## src/rtl/hook_collision.sv

```systemverilog
// rtl/hook_collision.sv - hook-to-object collision detector with score accumulation
module hook_collision #(
  parameter int GOLD_SIZE  = 60,
  parameter int DIA_SIZE   = 40,
  parameter int STONE_SIZE = 80,
  parameter int GOLD_VAL   = 100,
  parameter int DIA_VAL    = 500,
  parameter int STONE_VAL  = 20
) (
  input  logic        clk,
  input  logic        rst,
  input  logic [1:0]  state,
  input  logic [10:0] blk_x,
  input  logic [9:0]  blk_y,
  input  logic [10:0] x0, x1, x2, x3, x4, x5, x6, x7, x8, x9,
  input  logic [9:0]  y0, y1, y2, y3, y4, y5, y6, y7, y8, y9,
  output logic [3:0]  hitted_gold,
  output logic        hit,
  output logic [1:0]  weight,
  output logic [15:0] score
);

  localparam logic [1:0] WAVING     = 2'b00;
  localparam logic [1:0] STRETCHING = 2'b01;
  localparam logic [1:0] MISSING    = 2'b11;

  localparam logic [1:0] CLS_DIA   = 2'd1;
  localparam logic [1:0] CLS_GOLD  = 2'd2;
  localparam logic [1:0] CLS_STONE = 2'd3;

  localparam logic [3:0] NO_OBJ = 4'hF;

  typedef enum logic [1:0] {IDLE, SCAN, LOCKED} fsm_t;

  fsm_t        fsm, fsm_next;
  logic [3:0]  idx;
  logic [10:0] obj_x;
  logic [9:0]  obj_y;
  logic [11:0] span_x;
  logic [10:0] span_y;
  logic [1:0]  obj_class;
  logic        match;
  logic        latch_hit;
  logic        credit_en;
  logic        scan_step;
  logic [15:0] credit;
  logic [16:0] score_sum;

  // Route the object under test this cycle onto the shared comparator
  always_comb begin
    obj_x = '0;
    obj_y = '0;
    case (idx)
      4'd0: begin obj_x = x0; obj_y = y0; end
      4'd1: begin obj_x = x1; obj_y = y1; end
      4'd2: begin obj_x = x2; obj_y = y2; end
      4'd3: begin obj_x = x3; obj_y = y3; end
      4'd4: begin obj_x = x4; obj_y = y4; end
      4'd5: begin obj_x = x5; obj_y = y5; end
      4'd6: begin obj_x = x6; obj_y = y6; end
      4'd7: begin obj_x = x7; obj_y = y7; end
      4'd8: begin obj_x = x8; obj_y = y8; end
      4'd9: begin obj_x = x9; obj_y = y9; end
      default: begin obj_x = '0; obj_y = '0; end
    endcase
  end

  // Class and box extent of the indexed object
  always_comb begin
    obj_class = CLS_STONE;
    span_x    = 12'(STONE_SIZE - 1);
    span_y    = 11'(STONE_SIZE - 1);
    if (idx < 4'd5) begin
      obj_class = CLS_GOLD;
      span_x    = 12'(GOLD_SIZE - 1);
      span_y    = 11'(GOLD_SIZE - 1);
    end else if (idx < 4'd7) begin
      obj_class = CLS_DIA;
      span_x    = 12'(DIA_SIZE - 1);
      span_y    = 11'(DIA_SIZE - 1);
    end
  end

  // One-bit-wider arithmetic keeps removed objects (x=2000, y=900) from wrapping into view
  always_comb begin
    match = ({1'b0, blk_x} >= {1'b0, obj_x}) &&
            ({1'b0, blk_x} <= ({1'b0, obj_x} + span_x)) &&
            ({1'b0, blk_y} >= {1'b0, obj_y}) &&
            ({1'b0, blk_y} <= ({1'b0, obj_y} + span_y));
  end

  // Value of the latched object and saturating sum for the credit
  always_comb begin
    credit = '0;
    case (weight)
      CLS_DIA:   credit = 16'(DIA_VAL);
      CLS_GOLD:  credit = 16'(GOLD_VAL);
      CLS_STONE: credit = 16'(STONE_VAL);
      default:   credit = '0;
    endcase
    score_sum = {1'b0, score} + {1'b0, credit};
  end

  // FSM state register
  always_ff @(posedge clk or posedge rst) begin
    if (rst) fsm <= IDLE;
    else     fsm <= fsm_next;
  end

  // Next state and datapath controls; a match beats waving but not missing
  always_comb begin
    fsm_next  = fsm;
    latch_hit = 1'b0;
    credit_en = 1'b0;
    scan_step = 1'b0;
    case (fsm)
      IDLE: begin
        if (state == STRETCHING) fsm_next = SCAN;
      end
      SCAN: begin
        if (match && state != MISSING) begin
          latch_hit = 1'b1;
          fsm_next  = LOCKED;
        end else if (state == WAVING || state == MISSING) begin
          fsm_next = IDLE;
        end else begin
          scan_step = 1'b1;
        end
      end
      LOCKED: begin
        if (state == WAVING) begin
          credit_en = 1'b1;
          fsm_next  = IDLE;
        end
      end
      default: fsm_next = IDLE;
    endcase
  end

  // Scan index, latched object, hit strobe and score
  always_ff @(posedge clk or posedge rst) begin
    if (rst) begin
      idx         <= '0;
      hitted_gold <= NO_OBJ;
      hit         <= 1'b0;
      weight      <= '0;
      score       <= '0;
    end else begin
      hit <= latch_hit;
      if (scan_step) idx <= (idx == 4'd9) ? 4'd0 : idx + 4'd1;
      else           idx <= '0;
      if (latch_hit) begin
        hitted_gold <= idx;
        weight      <= obj_class;
      end else if (credit_en) begin
        hitted_gold <= NO_OBJ;
        weight      <= '0;
        score       <= score_sum[16] ? 16'hFFFF : score_sum[15:0];
      end
    end
  end

endmodule

```

## config.mk

```make
export PLATFORM = sky130hd
export DESIGN_NAME = hook_collision
export DESIGN_NICKNAME = d
export VERILOG_FILES = /design/src/rtl/hook_collision.sv
export SDC_FILE = /design/constraint.sdc
export NUM_CORES = 1
export LEC_CHECK = 0
export CAP_MARGIN = 20
export CELL_PAD_IN_SITES_DETAIL_PLACEMENT = 0
export CELL_PAD_IN_SITES_GLOBAL_PLACEMENT = 1
export CORE_AREA = 2 2 180 94
export DETAILED_ROUTE_END_ITERATION = 12
export DIE_AREA = 0 0 182 96
export PLACE_DENSITY = 0.91
export SYNTH_ARGS = -nofsm -noshare
export SYNTH_HDL_FRONTEND = slang
export SYNTH_SLANG_ARGS = --single-unit
```

## constraint.sdc

```tcl
create_clock -name clk -period 14 [get_ports clk]
set_clock_uncertainty 0.15 [all_clocks]
set_input_delay 2.8 -clock clk [delete_from_list [all_inputs] [get_ports clk]]
set_output_delay 2.8 -clock clk [all_outputs]
set_load 0.02 [all_outputs]
```

==> run metrics <==
dominant cell type by area after synthesis ha_1; CTS Buf Count 3; fin cells 1,012; routed wl met3 1.424 mm; Final Max Slew Viols 0; Worst path slowest cell a211oi_1; htree depth 1; Final Cycle Share roughly 55%; Die Wd 182 um; status completed; Total GRT Usage 20.34%; library cells used by synthesis 64; # diodes 0; Final nets 1,105; area share of the largest cell type after synthesis 18.04%; FILL cells 1,515; worst path required time 14.00 ns; synth cell count leaders ha_1 (67), mux2i_1 (48), nor2_1 (40); Post-DP HPWL between 15 and 20 mm; post-synthesis sequential area ratio 15.19%; Comb power frac a little over two thirds; kind of critical path input port to flip-flop; syn_area_per_cell 8.343 um2; Setup-failing EPs final 0; Pwr Total approximately 680 uW; crit-path leading delay family compound AO/OA/AOI/OAI gates; Max Fclk 130.6 MHz; CP max stage delay 0.62 ns; setup slack after layout about 6.3 ns; Flop pwr share ~18%; global-route wire length before repair 27.74 mm; vias per cell 5.293; routed via count around 5,400; worst skew pair latency 0.26 ns; initial DRC count 400; EDFF count, synth 0; number of iterations in the first detailed-routing pass 5; Syn Nets 859; Avg WL per Cell 18.97 um; Syn. warnings 0; Pwr Density 90.08 nW/um2; Sw Share 40.86%; ratio of cells with drive above 1 in the final layout around 4.6%; Final Hold Fails 0; worst slew pin tran 1.058 ns; Inst Count DP 1,007; Post-synth ARST share 100.0%; pre-CTS setup slack 6.178 ns; synthesized area 4647 um2; Clock Pin Slew Worst Setup and Hold Paths 0.07 ns; Clk pwr share 12.5%; CTS Sinks 28; setup TNS 0 ns; Crit path buffers/inverters 2; crit path DAT roughly 7.7 ns; vias in the first global route 4,923; PortBufs 257; final wirelength 19.19 mm; maximum vdd ir drop between 0.00006 and 0.00007 V; area added between synthesis and finish 62.28%; FF+latch count, synth 28; crit path cell chain clkdlybuf4s50_1 -> a22o_1 -> a221o_1 -> a211oi_1 -> inv_1 -> ha_1 -> nand3_1 -> nand2_1 -> a41oi_1 -> a2111oi_0 -> xor2_1 -> ha_1 -> nand3_1 -> nor3_1 -> a21oi_1 -> a21bo_2 -> o211ai_1 -> a2111oi_4 -> mux2_4; wire length on met1 just under 10 mm; P_sw 277.6 uW; Synth area leaders ha_1 (18%), dfrtp_1 (13%), mux2i_1 (10%); clock root buffer clkbuf_16; crit end category flip-flop; min cycle time layout 7.659 ns; internal power 401.7 uW; most frequent cell after synthesis ha_1; top_reg_cell synth dfrtp_1; Hold Slack 0.3466 ns; crit-path max FO 8; Post-CTS Resized 0; Static Leak 3.070 nW; CTS tree done; CP startpoint kind input port; drt drc 0; gpl congestion roughly 0.92; core area 15,940 um2; initial core utilization roughly 29%; metal2 WL roughly 8.0 mm; highest routed layer met4; max_cap viols 0; num ports 258; Hold Path Class flip-flop to flip-flop; post-route antenna net violation count 0; die area 17,470 um2; Die Y 96 um; Max-slew headroom between 20% and 30%; FP Rows 33; total grt overflow 0; RSZ-0062 raised after global routing false; initial antenna violation count 0; hold_buf cts 0; largest net degree at the start of global routing 43; Gate Count Post-Synth 557; Setup Fix Bufs, Post-CTS 0; Bufs on Longest Clock Path 2
-- through the flow --
| step | utilization (%) | cell area (um2) |
|---|---|---|
| detailed placement | 46.48 | 7408 |
| finish | 47.32 | 7541 |
| CTS | 47.14 | 7513 |
| floorplan | - | 4647 |
| global route | 47.32 | 7541 |
| global placement | 46.48 | 7408 |
-- power by group through the flow --
stage               logic [mW]  registers, mW  clock network (mW)
CTS                      0.469          0.123              0.0858
finish                   0.472          0.123              0.0846
detailed placement       0.465          0.124                   0
global route             0.521          0.125              0.0900
floorplan                0.278          0.137                   0
global placement         0.460          0.123                   0
-- registers in the layout, summed over array words and instances, names as in the netlist --
register	count
idx	4
score	15
hit	1
hitted_gold	4
fsm	2
weight	2
-- final timing paths --
path / startpoint / endpoint / slack [ns] / cells past startpoint
max: y3[4] / weight[0]$_DFFE_PP0P_ / 6.34 / 19
max reg2reg: idx[0]$_DFF_PP0_ / weight[0]$_DFFE_PP0P_ / 7.51 / 22
min reg2reg: score[0]$_DFFE_PP0P_ / score[0]$_DFFE_PP0P_ / 0.35 / 1
min in group asynchronous: rst / score[10]$_DFFE_PP0P_ / 2.61 / 2
min: score[0]$_DFFE_PP0P_ / score[0]$_DFFE_PP0P_ / 0.35 / 1
max in group asynchronous: rst / hitted_gold[0]$_DFFE_PP1P_ / 10.61 / 3
-- per-layer routing --
layer	GRT usage, %	vias up
li1	-	2621
met1	31.57	2528
met2	30.34	198
met3	3.140	10
met4	1.478	0
met5	0	-
-- kinds of logic after synthesis --
group,Yosys count,share of synthesized area [%]
AOI/OAI and AO/OA,172,26.68
and+or+nand+nor,151,16.56
adders and majority gates,67,18.04
buffers and inverters,60,5.735
muxes,57,13.65
DFF,28,15.19
xor gates and xnor gates,22,4.147
-- layout by cell type, fill, tap and decap left out, types with 5 or more instances in the layout --
| cell | instances |
|---|---|
| a31oi_1 | 6 |
| ha_1 | 67 |
| or2_2 | 5 |
| a22oi_1 | 30 |
| a22o_1 | 7 |
| o21ai_0 | 18 |
| buf_4 | 8 |
| nand2b_1 | 10 |
| and3_1 | 5 |
| a21oi_1 | 25 |
| a21o_1 | 13 |
| nor3_1 | 18 |
| o21a_1 | 5 |
| nand4_1 | 5 |
| o22a_1 | 7 |
| inv_1 | 35 |
| a211oi_1 | 13 |
| nand2_1 | 30 |
| xor2_1 | 9 |
| nand3_1 | 14 |
| mux2i_1 | 48 |
| clkdlybuf4s50_1 | 257 |
| nor2_1 | 40 |
| nand3b_1 | 6 |
| xnor2_1 | 13 |
| o22ai_1 | 14 |
| dfrtp_1 | 23 |
-- area by class of cell --
class,count,area [um2],share of cell area [%]
multi-input combinational,469,3675,48.73
timing repair buffer,266,2660,35.27
sequential,28,706.9,9.374
tap,210,262.8,3.484
inverter,35,131.4,1.742
clock buffer,3,75.07,0.9955
clock inverter,1,30.03,0.3982
Power figures use the tool's default switching activity.
